$ cat src/rtl/adc_wave_meter_if.sv
// Signal bundle between the ADC capture side and the wave meter.
// The master drives samples and receives results; the meter is the slave.
interface adc_wave_meter_if;
  logic        adc_valid;
  logic [7:0]  adc_data;
  logic [31:0] freq_cnt;
  logic [7:0]  v_max;
  logic [7:0]  v_min;
  logic [7:0]  vpp;
  logic        no_signal;
  logic        meas_valid;

  modport master (
    output adc_valid, adc_data,
    input  freq_cnt, v_max, v_min, vpp, no_signal, meas_valid
  );

  modport slave (
    input  adc_valid, adc_data,
    output freq_cnt, v_max, v_min, vpp, no_signal, meas_valid
  );
endinterface

$ cat src/rtl/adc_wave_meter.sv
// Gate-window frequency and amplitude meter for 8-bit unsigned ADC samples.
// Counts hysteretic rising mid-level crossings and tracks min/max/Vpp per window.
module adc_wave_meter #(
  parameter int unsigned GATE_CYCLES = 50_000_000,
  parameter logic [7:0]  MID         = 8'd128,
  parameter logic [7:0]  HYST        = 8'd8
) (
  input  logic             sys_clk,
  input  logic             sys_rst,
  adc_wave_meter_if.slave  bus
);

  localparam int unsigned       GATE_W    = (GATE_CYCLES > 1) ? $clog2(GATE_CYCLES) : 1;
  localparam logic [GATE_W-1:0] GATE_LAST = GATE_W'(GATE_CYCLES - 1);
  localparam logic [7:0]        THR_LO    = MID - HYST;
  localparam logic [7:0]        THR_HI    = MID + HYST;

  typedef enum logic {
    ARM_LOW   = 1'b0,
    WAIT_HIGH = 1'b1
  } det_state_t;

  function automatic logic [31:0] sat_inc(input logic [31:0] v);
    return (v == 32'hFFFF_FFFF) ? v : v + 32'd1;
  endfunction

  function automatic logic [7:0] span(input logic [7:0] hi, input logic [7:0] lo);
    return hi - lo;
  endfunction

  det_state_t        state;
  logic [GATE_W-1:0] gate_cnt;

  logic [31:0] edge_cnt_p1;
  logic [7:0]  run_max_p1;
  logic [7:0]  run_min_p1;
  logic        seen_p1;

  logic [31:0] freq_cnt_p2;
  logic [7:0]  v_max_p2;
  logic [7:0]  v_min_p2;
  logic [7:0]  vpp_p2;
  logic        no_signal_p2;
  logic        vld_p2;

  // Stage p0: combine the current accepted sample with the running values
  logic        acc_p0;
  logic        cross_p0;
  logic        close_p0;
  logic [31:0] edge_nxt_p0;
  logic [7:0]  max_nxt_p0;
  logic [7:0]  min_nxt_p0;
  logic        seen_nxt_p0;

  always_comb begin
    acc_p0      = bus.adc_valid;
    cross_p0    = acc_p0 && (state == WAIT_HIGH) && (bus.adc_data >= THR_HI);
    close_p0    = (gate_cnt == GATE_LAST);
    edge_nxt_p0 = cross_p0 ? sat_inc(edge_cnt_p1) : edge_cnt_p1;
    max_nxt_p0  = run_max_p1;
    min_nxt_p0  = run_min_p1;
    if (acc_p0 && (bus.adc_data > run_max_p1)) max_nxt_p0 = bus.adc_data;
    if (acc_p0 && (bus.adc_data < run_min_p1)) min_nxt_p0 = bus.adc_data;
    seen_nxt_p0 = seen_p1 | acc_p0;
  end

  // Crossing detector; deliberately not cleared at window close so a
  // low-to-high transition straddling a boundary is counted exactly once.
  always_ff @(posedge sys_clk or posedge sys_rst) begin
    if (sys_rst) begin
      state <= ARM_LOW;
    end else if (acc_p0) begin
      case (state)
        ARM_LOW:   if (bus.adc_data <= THR_LO) state <= WAIT_HIGH;
        WAIT_HIGH: if (bus.adc_data >= THR_HI) state <= ARM_LOW;
        default:   state <= ARM_LOW;
      endcase
    end
  end

  always_ff @(posedge sys_clk or posedge sys_rst) begin
    if (sys_rst) begin
      gate_cnt <= '0;
    end else if (close_p0) begin
      gate_cnt <= '0;
    end else begin
      gate_cnt <= gate_cnt + GATE_W'(1);
    end
  end

  // Stage p1: running window accumulators
  always_ff @(posedge sys_clk or posedge sys_rst) begin
    if (sys_rst) begin
      edge_cnt_p1 <= '0;
      run_max_p1  <= 8'h00;
      run_min_p1  <= 8'hFF;
      seen_p1     <= 1'b0;
    end else if (close_p0) begin
      edge_cnt_p1 <= '0;
      run_max_p1  <= 8'h00;
      run_min_p1  <= 8'hFF;
      seen_p1     <= 1'b0;
    end else begin
      edge_cnt_p1 <= edge_nxt_p0;
      run_max_p1  <= max_nxt_p0;
      run_min_p1  <= min_nxt_p0;
      seen_p1     <= seen_nxt_p0;
    end
  end

  // Stage p2: results latched at window close, held until the next close
  always_ff @(posedge sys_clk or posedge sys_rst) begin
    if (sys_rst) begin
      freq_cnt_p2  <= '0;
      v_max_p2     <= 8'h00;
      v_min_p2     <= 8'h00;
      vpp_p2       <= 8'h00;
      no_signal_p2 <= 1'b1;
      vld_p2       <= 1'b0;
    end else begin
      vld_p2 <= close_p0;
      if (close_p0) begin
        freq_cnt_p2  <= edge_nxt_p0;
        no_signal_p2 <= (edge_nxt_p0 == 32'd0);
        if (seen_nxt_p0) begin
          v_max_p2 <= max_nxt_p0;
          v_min_p2 <= min_nxt_p0;
          vpp_p2   <= span(max_nxt_p0, min_nxt_p0);
        end else begin
          v_max_p2 <= 8'h00;
          v_min_p2 <= 8'h00;
          vpp_p2   <= 8'h00;
        end
      end
    end
  end

  assign bus.freq_cnt   = freq_cnt_p2;
  assign bus.v_max      = v_max_p2;
  assign bus.v_min      = v_min_p2;
  assign bus.vpp        = vpp_p2;
  assign bus.no_signal  = no_signal_p2;
  assign bus.meas_valid = vld_p2;

endmodule

$ cat src/flat_wrapper.sv
// flat-port wrapper written by rule: the top's interface ports become plain ports
module adc_wave_meter_flat 
#(
  parameter int unsigned GATE_CYCLES = 50_000_000,
  parameter logic [7:0]  MID         = 8'd128,
  parameter logic [7:0]  HYST        = 8'd8
)
  (sys_clk, sys_rst, bus_adc_valid, bus_adc_data, bus_freq_cnt, bus_v_max, bus_v_min, bus_vpp, bus_no_signal, bus_meas_valid);
  adc_wave_meter_if bus_i ();
  input  logic sys_clk;
  input  logic sys_rst;
  input wire logic [$bits(bus_i.adc_valid)-1:0] bus_adc_valid;
  input wire logic [$bits(bus_i.adc_data)-1:0] bus_adc_data;
  output wire logic [$bits(bus_i.freq_cnt)-1:0] bus_freq_cnt;
  output wire logic [$bits(bus_i.v_max)-1:0] bus_v_max;
  output wire logic [$bits(bus_i.v_min)-1:0] bus_v_min;
  output wire logic [$bits(bus_i.vpp)-1:0] bus_vpp;
  output wire logic [$bits(bus_i.no_signal)-1:0] bus_no_signal;
  output wire logic [$bits(bus_i.meas_valid)-1:0] bus_meas_valid;
  assign bus_i.adc_valid = bus_adc_valid;
  assign bus_i.adc_data = bus_adc_data;
  assign bus_freq_cnt = bus_i.freq_cnt;
  assign bus_v_max = bus_i.v_max;
  assign bus_v_min = bus_i.v_min;
  assign bus_vpp = bus_i.vpp;
  assign bus_no_signal = bus_i.no_signal;
  assign bus_meas_valid = bus_i.meas_valid;
  adc_wave_meter #(.GATE_CYCLES(GATE_CYCLES), .MID(MID), .HYST(HYST)) u_core (.sys_clk(sys_clk), .sys_rst(sys_rst), .bus(bus_i));
endmodule
$ cat config.mk
export PLATFORM = sky130hd
export DESIGN_NAME = adc_wave_meter_flat
export DESIGN_NICKNAME = d
export VERILOG_FILES = /design/src/rtl/adc_wave_meter_if.sv /design/src/rtl/adc_wave_meter.sv /design/src/flat_wrapper.sv
export SDC_FILE = /design/constraint.sdc
export NUM_CORES = 1
export LEC_CHECK = 0
export ABC_AREA = 1
export CAP_MARGIN = 20
export CORE_MARGIN = 2
export CORE_UTILIZATION = 40
export DETAILED_ROUTE_END_ITERATION = 8
export GPL_ROUTABILITY_DRIVEN = 0
export PLACE_DENSITY_LB_ADDON = 0.1
export SYNTH_ARGS = -nofsm -noshare
export SYNTH_HDL_FRONTEND = slang
export SYNTH_SLANG_ARGS = --single-unit
$ cat constraint.sdc
create_clock -name sys_clk -period 5.81 [get_ports sys_clk]
set_input_delay 1.162 -clock sys_clk [delete_from_list [all_inputs] [get_ports sys_clk]]
set_output_delay 1.162 -clock sys_clk [all_outputs]
set_load 0.01 [all_outputs]
==> results.yml <==
synthesis:
  synth_warnings: 0
  syn_nets: 1035
  yosys-top-cells-area: "dfrtp_1, nand2_1, nor2_1, inv_1, o21ai_0"
  seq_area_frac_synth_pct: 45.2
  syn_area_per_cell_sq_um: 7.45
  ys_types: 41
  yosysTopAreaCell: "dfrtp_1"
  synth_top_flop_cell: "dfrtp_1"
  synth_seq_cells: 134
  async_flop_share_pct: 100
  synth_edf_count: 0
  synth.top_cell.area_share_pct: 42.1
  synthesis.area_sq_mm: 0.00744
  synth_cells: 998
worst_setup_path:
  cp_slowest_stage_delay_ns: 0.51
  crit_path_cell_trace: "clkdlybuf4s50_1 > ha_1 > nand2_1 > o21a_1 > o21ai_0 > nand2_1 > a21oi_1 > ha_1 > fa_1 > inv_1 > a31oi_1 > inv_1 > a21oi_1 > nor2_1 > nor2_1 > xnor2_1 > nand2_1 > nand2_1"
  path_delay_family: "compound AO/OA/AOI/OAI gates"
  cp-end-kind: "register"
  critPathLaunch: "bus_adc_data[3]"
  slowest_stage: "clkdlybuf4s50_1"
  cp_num_buf_inv: 3
  worstPathMaxFanout: 15
  reg2reg_from: "u_core.run_min_p1[7]"
  crit_top_cell: "nand2_1"
  cp.arrival_ns: 4.50
  crit_required_ns: 6.17
  start_kind: "input port"
  crit_type: "input port to register"
floorplan:
  chipWidth_um: 140
  ioPinCount: 69
  die_h_um: 140
  row_count: 49
  start_util_pct: 41.1
  core_region_area_sq_mm: 0.0181
  die_area_sq_mm: 0.0197
power_and_ir_drop:
  p_clk_share_pct: 33.2
  cellLeakagePower_uw: 0.00437
  p_per_area_mw_per_mm2: 360
  cell_internal_pwr_uw: 2050
  p_comb_share_pct: 30.0
  p_sw_share_pct: 35.9
  p_sw_uw: 1150
  ir_worst_vdd_mv: 0.197
  seq_power_share_pct: 36.8
global_routing:
  grt_pass1_vias: 6382
  grt_use_met1_pct: 27.0
  grt_util_met2_pct: 34.0
  gr-usage-met3_pct: 4.27
  grt_overflow: 0
  top_usage_layer: "met2"
  grt_pass1_wl_mm: 32.1
  antenna_found_initial: 0
  grt_use_total_pct: 20.4
  grt_max_degree: 101
place:
  dp.cells: 1274
  place_ws_ns: 1.23
  hpwl_mm: 13.5
  dpl_cell_area_sq_mm: 0.00833
  port_buffers: 68
routing:
  routed_wirelength_mm: 19.0
  drc_errors: 0
  drt_iter0_markers: 438
  dr.pass1.iters: 5
  wl_per_cell_um: 14.5
  vias: 6370
  vias_per_cell: 4.88
  ant_nets: 0
layout:
  drive_gt1_share_pct: 6.78
  nets: 1101
  finalCoreUtilization_pct: 49.2
  antenna_cells: 0
  final_area_sq_mm: 0.00891
  stdcell_count: 1306
  syn2layout_area_growth_pct: 19.7
status:
  status: "complete, no violations"
timing:
  maxSlewViolCount: 0
  setup_violations: 0
  slew-limit-headroom_pct: 31.5
  worst_pin_slew_ns: 1.03
  hold_viol_final: 0
  timing.setup.tns_ns: 0
  finalCritPeriodShare_pct: 71.3
  grt_setup_unrepaired: "no"
  fmax_mhz: 242
  min_period_ns: 4.14
  finClkSkew_ns: 0.00859
  fin_ws_ns: 1.67
clocking:
  clk_latency_ns: 0.42
  cts_setup_buffers: 0
  numCtsBuffers: 17
  cts_tree: "built"
  cts-hold-fix-buffers: 0
  cts_root_buf: "clkbuf_16"
  cts_resized: 0
  clk_path_buf_depth: 2
  clock_sinks: 134
  htreeDepth: 4
  path_clk_slew_ns: 0.06
min_path:
  hold_class: "register to register"
  hp-start: "u_core.gate_cnt[0]"
job:
  max_cap_violations: 0
## flip-flops by register name (all words and copies together) (netlist names)
name / cells
u_core.bus.v_max: 8
u_core.seen_p1: 1
u_core.bus.vpp: 8
u_core.run_max_p1: 8
u_core.bus.no_signal: 1
u_core.edge_cnt_p1: 32
u_core.bus.freq_cnt: 32
u_core.bus.meas_valid: 1
u_core.gate_cnt: 26
u_core.state: 1
u_core.run_min_p1: 8
u_core.bus.v_min: 8
## routing by layer
metal | wire length [um] | vias up
met2 | 9010 | 94
li1 | - | 3317
met3 | 545 | 19
met4 | 243 | 0
met1 | 9190 | 2940
met5 | 0 | -
## cells by family (layout without fill, tap and decap cells)
| group | Yosys count | count (layout) | synth area share [%] |
|---|---|---|---|
| AND/OR/NAND/NOR | 521 | 521 | 29.9 |
| buffers and inverters | 159 | 238 | 8.41 |
| AO/OA/AOI/OAI | 142 | 142 | 10.1 |
| flip-flops | 134 | 134 | 45.2 |
| adder cells (fa/ha/maj) | 26 | 26 | 4.47 |
| XOR/XNOR | 16 | 16 | 1.88 |
## stage by stage
| stage | power, uW | hold WS (ns) |
|---|---|---|
| floorplan | 1910 | 0.433 |
| global placement | 2150 | 0.458 |
| detailed placement | 2160 | 0.466 |
| CTS | 3240 | 0.475 |
| global route | 3460 | 0.498 |
| finish | 3210 | 0.470 |
## area by class of cell
class,instances,area [sq um]
inverters,132,500
multi-input cells,705,3450
repair buffers,74,726
fillers,1792,9180
clock buffers,18,429
clock inverters,14,151
flip-flops and latches,134,3360
well taps,229,287
## cells in the final DEF (no fill, tap or decap), types with 3 or more instances in the layout
| cell type | Yosys | final |
|---|---|---|
| inv_1 | 129 | 128 |
| nor2_1 | 151 | 151 |
| nand3_1 | 59 | 59 |
| clkinv_4 | 0 | 5 |
| o21ai_0 | 83 | 82 |
| nand4_1 | 21 | 21 |
| dfstp_2 | 9 | 9 |
| clkinv_2 | 0 | 3 |
| a21oi_1 | 38 | 38 |
| nor2_4 | 4 | 4 |
| o21ai_1 | 3 | 4 |
| o21a_1 | 4 | 4 |
| dfrtp_1 | 125 | 125 |
| inv_2 | 3 | 3 |
| nor3_1 | 10 | 10 |
| clkbuf_16 | 0 | 17 |
| xor2_1 | 15 | 15 |
| nand2_2 | 8 | 8 |
| ha_1 | 25 | 25 |
| inv_6 | 0 | 3 |
| a31oi_1 | 5 | 5 |
| nor4_1 | 3 | 3 |
| nand2_1 | 251 | 251 |
| buf_4 | 3 | 6 |
| clkdlybuf4s50_1 | 0 | 68 |
## worst paths after layout
path	endpoint	slack, ns	cells past startpoint
setup / recovery	u_core.bus.vpp[6]	1.67	18
hold reg to reg	u_core.gate_cnt[0]	0.47	1
setup reg to reg	u_core.bus.vpp[6]	2.39	18
min in group asynchronous	u_core.gate_cnt[2]	1.31	2
hold / removal	u_core.gate_cnt[0]	0.47	1
max in group asynchronous	u_core.bus.no_signal	3.46	3
## power by group through the flow
stage | registers [uW] | clock network, uW | logic (uW)
detailed placement | 1190 | 0 | 970
global placement | 1190 | 0 | 958
global route | 1200 | 1140 | 1130
finish | 1180 | 1070 | 963
CTS | 1180 | 1090 | 976
floorplan | 1160 | 0 | 755
## worst reg2reg max path, delay by kind of cell (launching register included)
kind	cells	cell delay, ns
xor+xnor	1	0.13
compound gates	4	1.05
fa+ha+maj	3	0.73
simple gates	7	0.75
buf+inv	3	0.16
flops	1	0.54
## Yosys cell counts (all sizes together) (5+ instances only)
| library cell | instances |
|---|---|
| nor2 | 157 |
| a31oi | 5 |
| dfstp | 9 |
| o21ai | 86 |
| buf | 12 |
| nand2 | 261 |
| nand4 | 21 |
| dfrtp | 125 |
| a21oi | 39 |
| inv | 132 |
| ha | 25 |
| nand3 | 61 |
| xor2 | 15 |
| clkbuf | 15 |
| nor3 | 12 |
(Power assumes the default switching activity.)
